### src/rtl/spi_flash_arbiter.sv
// rtl/spi_flash_arbiter.sv - two-port round-robin read arbiter in front of a SPI flash controller
module spi_flash_arbiter #(
    parameter int TIMEOUT_CYCLES = 4096
) (
    input  logic        clk,
    input  logic        reset_n,
    input  logic        req0,
    input  logic        req1,
    input  logic [23:0] addr0,
    input  logic [23:0] addr1,
    output logic [31:0] rdata0,
    output logic [31:0] rdata1,
    output logic        done0,
    output logic        done1,
    output logic        err0,
    output logic        err1,
    output logic [23:0] flash_addr,
    output logic        flash_strobe,
    input  logic [31:0] flash_data,
    input  logic        flash_done,
    output logic        busy
);

    localparam logic [1:0] IDLE    = 2'd0;
    localparam logic [1:0] BUSY    = 2'd1;
    localparam logic [1:0] RELEASE = 2'd2;

    // Wide enough to count 0 .. TIMEOUT_CYCLES-1.
    localparam int CW = $clog2(TIMEOUT_CYCLES);
    localparam logic [CW-1:0] LAST_COUNT = CW'(TIMEOUT_CYCLES - 1);

    logic [1:0]    state;
    logic          grant;
    logic          last_grant;
    logic [CW-1:0] count;
    logic          pick;
    logic          finish;

    // Round-robin choice: a lone requester wins, a contest goes to the port not served last.
    always_comb begin
        pick = 1'b0;
        if (req0 && req1) begin
            pick = ~last_grant;
        end else if (req1) begin
            pick = 1'b1;
        end
    end

    // Transaction ends on flash_done, or on the final timeout cycle; flash_done wins a tie.
    assign finish = flash_done || (count == LAST_COUNT);

    assign busy = (state != IDLE);

    // Arbitration state machine, flash handshake and per-port result registers.
    always_ff @(posedge clk) begin
        if (!reset_n) begin
            state        <= IDLE;
            grant        <= 1'b0;
            last_grant   <= 1'b1;
            count        <= '0;
            flash_addr   <= 24'h000000;
            flash_strobe <= 1'b0;
            rdata0       <= 32'h0000_0000;
            rdata1       <= 32'h0000_0000;
            done0        <= 1'b0;
            done1        <= 1'b0;
            err0         <= 1'b0;
            err1         <= 1'b0;
        end else begin
            done0 <= 1'b0;
            done1 <= 1'b0;
            case (state)
                IDLE: begin
                    if (req0 || req1) begin
                        grant        <= pick;
                        last_grant   <= pick;
                        flash_addr   <= pick ? addr1 : addr0;
                        flash_strobe <= 1'b1;
                        count        <= '0;
                        state        <= BUSY;
                    end
                end
                BUSY: begin
                    if (finish) begin
                        flash_strobe <= 1'b0;
                        state        <= RELEASE;
                        if (grant) begin
                            done1  <= 1'b1;
                            err1   <= ~flash_done;
                            rdata1 <= flash_done ? flash_data : 32'hFFFF_FFFF;
                        end else begin
                            done0  <= 1'b1;
                            err0   <= ~flash_done;
                            rdata0 <= flash_done ? flash_data : 32'hFFFF_FFFF;
                        end
                    end else begin
                        count <= count + 1'b1;
                    end
                end
                RELEASE: begin
                    state <= IDLE;
                end
                default: begin
                    state <= IDLE;
                end
            endcase
        end
    end

endmodule

### config.mk
export PLATFORM = sky130hd
export DESIGN_NAME = spi_flash_arbiter
export DESIGN_NICKNAME = d
export VERILOG_FILES = /design/src/rtl/spi_flash_arbiter.sv
export SDC_FILE = /design/constraint.sdc
export NUM_CORES = 1
export LEC_CHECK = 0
export BUFFER_PORTS_ARGS = -buffer_cell sky130_fd_sc_hd__buf_2
export CAP_MARGIN = 0
export CORE_MARGIN = 2
export CORE_UTILIZATION = 43
export CTS_BUF_LIST = sky130_fd_sc_hd__clkbuf_16
export DETAILED_ROUTE_END_ITERATION = 8
export PLACE_DENSITY = 0.76
export SLEW_MARGIN = 20
export SYNTH_ARGS = -nofsm -noshare
export SYNTH_HDL_FRONTEND = slang
export SYNTH_SLANG_ARGS = --single-unit
### constraint.sdc
create_clock -name clk -period 1.6 [get_ports clk]
set_input_delay 0.24 -clock clk [delete_from_list [all_inputs] [get_ports clk]]
set_output_delay 0.24 -clock clk [all_outputs]
set_load 0.1 [all_outputs]
# Yosys cells after proc, flatten, opt, wreduce, memory -nomap -nowiden
# Cells that the tools add are included.
# op_classes
add_sub_neg,1
n_reduce_logical,13
n_eq_ne,5
n_mux,15
bitwise,3
# ops
cell,count
2-to-1 mux 32 bit,1
2-to-1 mux 12 bit,2
2-to-1 mux 24 bit,1
case mux 12 bit (2 select lines),1
AND reduction 3 bit,5
"adder 12 x 1 -> 12 bit, second input constant",1
"equality test 12 bit, second input constant",1
2-to-1 mux 1 bit,6
"inequality test 2 bit, second input constant",3
2-to-1 mux 2 bit,2
case mux 2 bit (2 select lines),1
AND reduction 2 bit,2
nonzero test 2 bit,2
NOT 1 bit,3
"equality test 2 x 1 -> 1 bit, second input constant",1
logical NOT 2 bit,1
logical OR 1 bit,2
case mux 1 bit (2 select lines),1
logical AND 1 bit,1
# totals
in_bits,85
ff_bits,109
out_inout_bits,94

# Depth between registers and ports, before layout
# Gate-level depths: netlist (run 1).
# logic_depth
depth_word,4
mapped_depth,6

# Worst setup path before layout (run 1)
# No wires, ideal clock.
# synth_timing
kind,register to register
start,register state[1]
end,register count[9]
setup_slack_ns,-0.459
required_time_ns,1.478
synth_period_minus_slack_ns,2.059
setup_ns,0.122
path_stages_with_launch,6
t_arrival_ns,1.937
path_cell_list,dfxtp_1 -> or2_1 -> or2_0 -> buf_2 -> and3_1 -> a221o_1
# synth_between
elab_chain_cells,3
word_cells_on_any_way,7
cone_classes,3 x eq/ne; 1 x mux; 3 x reduce/logical
# synth_lines
element,line_no,source
"start, declared",32,logic [1:0] state;
"start signal, assigned",57,state <= IDLE;
"start signal, assigned",80,state <= BUSY;
"start signal, assigned",86,state <= RELEASE;
equality test 2 x 1 -> 1 bit / logical NOT 2 bit (equally long branches),72,case (state)
inequality test 2 bit (no source line) / nonzero test 2 bit (equally long branches),-,
AND reduction 3 bit (no source line),-,
"end signal, assigned",97,count <= count + 1'b1;
"end, declared",35,logic [CW-1:0] count;
# Several ways; a longest one is shown, not always the timed one.
# A chain may end at the register's enable or synchronous reset.

# Final worst setup path (run 1)
# layout_timing
start,register count[1]
end,register rdata1[31]
# layout_between
elab_chain_cells,3
# layout_lines
element,line_no,source
equality test 12 bit,50,assign finish = flash_done || (count == LAST_COUNT);
logical OR 1 bit,50,
AND reduction 3 bit (no source line),-,
"end signal, assigned",90,rdata1 <= flash_done ? flash_data : 32'hFFFF_FFFF;
"end, declared",12,"output logic [31:0] rdata1,"
# No other way between the ends.

==> flow_results.org, run 1 <==
** Status
- Outcome :: finished with violations
- The final reports fail on setup timing.

** Die
- The initial utilization of the core area, before any placement, comes to 0.4374.
- Num rows :: 36
- Die span in y :: roughly 100 um
- Top-level I/O count :: 179
- Core area :: 9639 um2
- Die area :: between 10000 and 15000 um2
- Die X :: 103.0 um

** GRT
- Global-route usage over all layers :: 0.2009
- First-pass GRT wire length :: 16890 um
- The number of global-route vias before repair was between 3000 and 4000.
- Global routing finished with a remaining overflow of 0.
- Initial antenna violation count :: 0
- Pin count of the biggest net entering global routing :: 67

** STA
- Aggregate negative setup slack :: -0.1673 ns
- In the finished design, the share of the clock period the worst path needs comes to 1.018.
- Worst-case clock skew :: between 0.005 and 0.006 ns
- Final worst path period need :: approximately 1.6 ns
- RSZ-0062 raised after global routing :: true
- F_max :: 614.0 MHz
- Setup slack after layout :: -0.02870 ns
- The number of endpoints with negative hold slack in the final report was 0.
- The final-report max-slew violation count was 0.
- For the pin with the worst max-slew slack, the measured transition is 0.5035 ns.
- Worst slew slack as a fraction of its limit :: 0.6667
- Setup violations, final :: 18

** Final layout
- After the flow finishes, the layout carries non-filler instances totaling roughly 690.
- The final layout contains approximately 640 nets.
- Utilization of the core after routing :: 0.5989
- Proportion of layout cells with a drive suffix above 1 :: 0.5009
- Final design instance area without fill :: 5773 um2
- Antenna diode count :: 0
- Area growth from synthesis to layout :: 36.91%

** Synthesis
- Yosys printed 0 warnings.
- The share of the Yosys chip area taken by registers is 0.5175.
- Net Count, Synth :: about 460
- Post-Syn Area per Cell :: ~11 um2
- Counting distinct cell types in the post-synthesis netlist gives 49.
- Cell types with the largest area share after synthesis :: dfxtp_1, o221a_2, o221a_1
- The cell count after synthesis came out at 370.
- Post-synth ARST share :: 0
- In this run, synthesis inferred 0 flip-flops with an integrated enable.
- Commonest cells post-synth :: dfxtp_1, o221a_2, nor2_1, o221a_1, mux2i_1
- The most common cell in the synthesized netlist is dfxtp_1.
- Post-Synthesis Cell Area :: 4217 um2
- The share of synthesized area in the top cell type comes to 0.5175.
- #FFs+latches synth :: 109
- dfxtp_1 takes more of the synthesized area than any other cell.
- Among all flip-flop cells after synthesis, the most frequent one is dfxtp_1.

** Routing
- After detailed routing, the number of vias per cell comes to 5.419.
- In the final routed layout, each cell accounts on average for around 16 um.
- Final routed DRC violation total :: 0
- The first routing iteration left 200 violations.
- Count of TritonRoute iterations in the first routing pass :: 4
- The detail route stage leaves a number of antenna-violating nets equal to 0.
- For this block, the routed nets add up to 11020 um of wire.
- Via Count :: 3761

** Pwr
- Across the VDD grid, the largest voltage drop is ~550 uV.
- Internal Pwr Total :: 4389 uW
- Switching power as a share of total power :: 0.3780
- The share of total power dissipated in sequential elements is 0.420.
- For this design the static power due to leakage is roughly 0.0026 uW.
- Net switching power :: ~2700 uW
- Share of power burned in combinational logic :: 0.277
- Power spread over the standard cell area amounts to about 1200 nW/um2.
- Of the total power, the clock network draws 0.303.

** Min path
- Along the worst hold path, the cell count comes to 2.
- For hold timing, the worst endpoint is rdata1[25].
- In this run the most critical hold path is launched from flash_data[25].
- Worst hold path type :: in2reg

** Placed design
- Summing all placed instances gives a cell area of 5441 um2.
- Including well taps, the total number of placed cells is just under 700.
- Number of buffer cells added on primary ports :: 178
- Final weighted congestion in routability-driven placement :: about 0.90
- Final HPWL DP :: 7765 um

** Setup path
- The worst setup path is captured at a flop.
- CP arrival :: between 1.5 and 2 ns
- The worst register-to-register path has a depth of 6.
- Max FO, Critical Path :: 33
- STA classifies the critical path startpoint as a flop.
- Endpoint of the lowest-slack register-to-register path :: rdata1[31]
- Setup slack of the worst register-to-register path :: -0.03 ns
- Data required time of the critical path :: roughly 1.9 ns
- The setup path with the least slack is of type reg2reg.
- Worst flop-to-flop path startpoint :: count[1]

** Run
- Maxcap violations :: 0

** CTS
- The later pin in the worst-skew pair is clocked with a latency of between 0.3 and 0.4 ns.
- Clock tree from TritonCTS :: yes
- In this run the post-CTS setup repair buffer count came out at 0.
- The clock passes through at most 2 buffers.
- Number of hold buffers added after CTS :: 0
- Counting every sink on the clock net gives approximately 110.
- After clock tree synthesis, the clock-pin slew on the worst setup and hold paths is roughly 0.08 ns.
- Root Driver :: clkbuf_16
- Clock buffers created by TritonCTS :: 9
- In this run the number of H-tree levels came out at 3.
## cells in the final DEF, fill, tap and decap left out, types with 4 or more instances in the layout
cell / instances
o221a_1: 30
dfxtp_1: 102
o221a_4: 4
a211oi_1: 24
buf_12: 5
mux2i_1: 26
dfxtp_2: 7
nor2_1: 32
buf_4: 25
a21oi_1: 7
nand4_1: 7
clkbuf_16: 9
buf_2: 178
nand2_1: 5
nand3_1: 9
o221a_2: 30
## power groups by stage
stage          logic [uW]  registers (uW)  clock network, uW
3_5_place_dp         1950            3030                  0
2_1_floorplan         440            4120                  0
5_1_grt              2040            2990               2300
3_3_place_gp         1930            3020                  0
6_report             1950            2970               2140
4_1_cts              1960            2970               2190
## flip-flops by register name (all words and copies together) (netlist names)
| signal | cells |
|---|---|
| rdata0 | 32 |
| rdata1 | 32 |
| flash_addr | 24 |
| count | 12 |
| state | 2 |
| done0 | 1 |
| done1 | 1 |
| err0 | 1 |
| err1 | 1 |
| flash_strobe | 1 |
| grant | 1 |
| last_grant | 1 |
## cell families after synthesis
kind of cell / synth area share
AOI/OAI and AO/OA: 0.2647
buffers and inverters: 0.04154
adders and majority gates: 0.002967
muxes: 0.06172
DFF: 0.5175
and+or+nand+nor: 0.1116
## worst max-delay path: stages (launching register included)
cell	delay (ns)
dfxtp_2	0.36
ha_4	0.15
and3_4	0.23
a41oi_4	0.16
nor3b_4	0.24
buf_12	0.22
o221a_1	0.21
## metal layers
metal / vias to the layer above / GRT usage / wire length (um)
met1: 1758 / 0.2462 / 4732
met2: 160 / 0.3407 / 5254
met3: 9 / 0.05695 / 916
met4: 0 / 0.06579 / 111
li1: 1834 / - / -
met5: - / 0 / 0
## worst max-delay path by stage
stage                   from    endpoint  cells after the start
floorplan           state[0]    count[9]                      5
global placement    count[1]  rdata1[20]                      6
detailed placement  count[1]  rdata1[11]                      6
CTS                 count[1]  rdata1[31]                      6
global route        count[0]   rdata1[7]                      6
finish              count[1]  rdata1[31]                      6
## final cells by class
| class | count | area (um2) |
|---|---|---|
| well taps | 133 | 166.4 |
| clock inverters | 7 | 63.81 |
| inverters | 3 | 11.26 |
| repair buffers | 208 | 1179 |
| multi-input cells | 225 | 1937 |
| fillers | 860 | 3866 |
| clock buffers | 9 | 225.2 |
| flip-flops and latches | 109 | 2191 |
## through the flow
stage / setup WS [ns] / power, uW / hold WS (ns)
after floorplan: -0.04881 / 4556 / 0.4136
final: -0.02870 / 7057 / 0.1735
after global routing: -0.1246 / 7328 / 0.1555
after global placement: 0.03262 / 4946 / 0.4809
after CTS: -0.02677 / 7112 / 0.1627
after detailed placement: -0.01610 / 4974 / 0.4914
## timing repair
item | CTS | global route
resized for setup | 4 | 5
setup endpoints to repair | 35 | 74
pin swaps | 3 | 6
Note: power is estimated with default switching activity, not from simulation.
==> run 2, diff against run 1 <==
Settings changed: SKIP_CTS_REPAIR_TIMING set to 1.
==> run 2 against run 1 <==
  * The run still ends with setup timing left
  * Cell area is 0.22% lower
  * Worst setup slack worse by 0.0021 ns
  * Hold slack hardly changed
  * Total power is 0.15% lower
  * Via count is 0.13% higher
  * Global-route usage is 0.16 points lower
  * Sequential share of layout area is 0.082 points higher
  * Maximum frequency is 0.13% lower
  * Critical path depth stayed put
  * First-iteration DRC count is 0.50% lower
  * Critical endpoint unchanged
  * Largest power group unchanged
==> flow_results.org, run 2 (synthesized netlist as in run 1, its figures left out) <==
** Status
- Outcome :: finished with violations (unchanged)
- Failing checks :: setup timing (unchanged)

** Setup path
- The kind of cell adding the most delay to the critical path was simple AND/OR/NAND/NOR gates (unchanged).
- Max FO, Critical Path :: 33 (unchanged)
- The slowest cell on the critical path is dfxtp_2 (unchanged).
- The type of the setup path with the least slack is reg2reg (unchanged).
- Data required time of the critical path :: 1.88 ns (about the same)
- Worst stage delay on the critical path :: 0.36 ns (about the same)
- Setup crit start :: count[1] (unchanged)
- Startpoint Class :: flop (unchanged)
- Crit path capture type :: flop (unchanged)
- Sequence of cells on the critical path: ha_4, and3_4, a41oi_4, nor3b_4, buf_12, o221a_1 (unchanged).
- The critical path buffer and inverter count is 1 (unchanged).
- The arrival time at the worst endpoint came to 1.91 ns (about the same).
- The origin of the critical flop-to-flop path was count[1] (unchanged).
- The setup slack of the worst register-to-register path is -0.03 ns (about the same).

** STA
- The post-route clock period utilization was 1.019 (was 1.018).
- RSZ-0062 raised after global routing: true (unchanged).
- F_max :: 613.2 MHz (was 614.0 MHz)
- Post-Route Hold Slack :: 0.1731 ns (was 0.1735 ns)
- The final-report max-slew violation count is 0 (unchanged).
- The worst setup margin came to -0.03085 ns (was -0.02870 ns).
- The setup-violating endpoint count in the final report was 22 (was 18).
- The relative max-transition margin was 0.6656 (was 0.6667).
- The post-route clock skew is 0.005373 ns (was 0.005741 ns).
- The minimum clock period after layout was 1.631 ns (was 1.629 ns).
- Slew at the pin closest to its max-slew limit :: 0.5051 ns (was 0.5035 ns)
- The number of endpoints with negative hold slack in the final report was 0 (unchanged).

** Pwr
- The leakage power is 0.002619 uW (was 0.002641 uW).
- Pwr/cell area :: 1223 nW/um2 (was 1222 nW/um2)
- Worst supply voltage drop on vdd :: 553.9 uV (was 549.8 uV)

** CTS
- The clock root buffer master was clkbuf_16 (unchanged).
- The sink count of the clock tree came to 109 (unchanged).
- CTS HTree Levels :: 3 (unchanged)
- Clock transition time at the flip-flop clock pins of the worst setup and hold paths :: 0.08 ns (about the same)
- Clock insertion delay at the later pin of the skew report :: 0.34 ns (about the same)
- Number of buffers on the longest clock path :: 2 (unchanged)
- Clock tree from TritonCTS :: yes (unchanged)
- The number of CTS-inserted buffers was 9 (unchanged).

** Die
- Core area :: 9639 um2 (unchanged)
- Die span in y :: 103.0 um (unchanged)
- Die area :: 10610 um2 (unchanged)
- The site row count came to 36 (unchanged).
- The I/O pin count was 179 (unchanged).
- The width of the die is 103.0 um (unchanged).
- The effective utilization at floorplan was 0.4374 (unchanged).

** Run
- The total of max-cap violations came to 0 (unchanged).

** Final layout
- Non-filler instance count after layout :: 694 (unchanged)
- The number of filler instances in the final layout is 862 (was 860).
- Combined flip-flop and latch cell area :: 2191 um2 (unchanged)
- Leading cell types in the layout, fill and taps excluded :: buf_2, dfxtp_1, o221a_2 (was buf_2, dfxtp_1, nor2_1)
- Total number of nets in the final design :: 642 (unchanged)
- Area used by multi-input combinational logic :: 1924 um2 (was 1937 um2)
- Antenna diode count :: 0 (unchanged)
- The synthesis-to-layout area growth was 36.62% (was 36.91%).
- Proportion of layout cells with a drive suffix above 1 :: 0.5009 (unchanged)
- The final design utilization came to 0.5976 (was 0.5989).
- Biggest registers after layout: rdata0: 32 flops, rdata1: 32 flops, flash_addr: 24 flops (unchanged).
- The commonest non-fill, non-tap cell in the layout was buf_2 (unchanged).

** GRT
- The number of global-route vias before repair was 3526 (was 3539).
- The first-pass GRT wire length was 16780 um (was 16890 um).
- Pin count of the biggest net entering global routing :: 67 (unchanged)
- The initial antenna violation count is 0 (unchanged).
- Leftover overflow at the end of global routing :: 0 (unchanged)
- Global-route usage over all layers :: 0.1994 (was 0.2009)

** Placed design
- Final HPWL DP :: 7765 um (unchanged)
- The port buffer count was 178 (unchanged).
- The number of placed instances, taps included is 678 (unchanged).
- The worst-case setup slack after placement came to -0.01610 ns (unchanged).
- The placer congestion estimate was 0.8970 (unchanged).

** Routing
- Antenna-violating nets left :: 0 (unchanged)
- The total wire length is 11000 um (was 11020 um).
- The average wire length per cell after detail routing is 15.84 um (was 15.87 um).
- The first-iteration detailed-routing DRC count is 199 (was 200).
- Final routed DRC violation total :: 0 (unchanged)
- The number of detailed-routing iterations run before antenna repair came to 5 (was 4).
- Post-DR vias/cell :: 5.427 (was 5.419)
- The total vias in the final route came to 3766 (was 3761).

** Min path
- Worst hold path type :: in2reg (unchanged)
- The origin of the worst min-delay path is flash_data[25] (unchanged).
run 2: path summary, 6_finish.rpt:
kind | to | depth (start not counted)
worst max-delay path | rdata1[31] | 6
worst min-delay path | rdata1[25] | 2
worst max register to register | rdata1[31] | 6
worst min register to register | flash_addr[12] | 2
run 2: area by class of cell:
class / count / share of cell area
clock buffer: 9 / 0.03910
clock inverter: 7 / 0.01108
inverter: 3 / 0.001955
multi-input combinational: 225 / 0.3341
sequential: 109 / 0.3803
tap: 133 / 0.02889
timing repair buffer: 208 / 0.2046
run 2: layer usage:
| metal | vias up | global-route usage | wire length (um) |
|---|---|---|---|
| met5 | - | 0 | 0 |
| met4 | 0 | 0.06579 | 98 |
| met3 | 7 | 0.05627 | 852 |
| met2 | 142 | 0.3382 | 5215 |
| met1 | 1786 | 0.2441 | 4828 |
| li1 | 1831 | - | - |
run 2: through the flow:
stage,setup TNS (ns),total power [uW],area [um2]
floorplan,-0.07821,4556,4244
global placement,0,4946,5441
detailed placement,-0.07665,4974,5441
CTS,-0.3359,7103,5731
global route,-4.847,7320,5761
finish,-0.1841,7046,5761
run 2: report_power, final:
part           internal (uW)  switching, uW
clock network           1080           1050
registers               2880           90.1
logic                    429           1520
total                   4390           2660
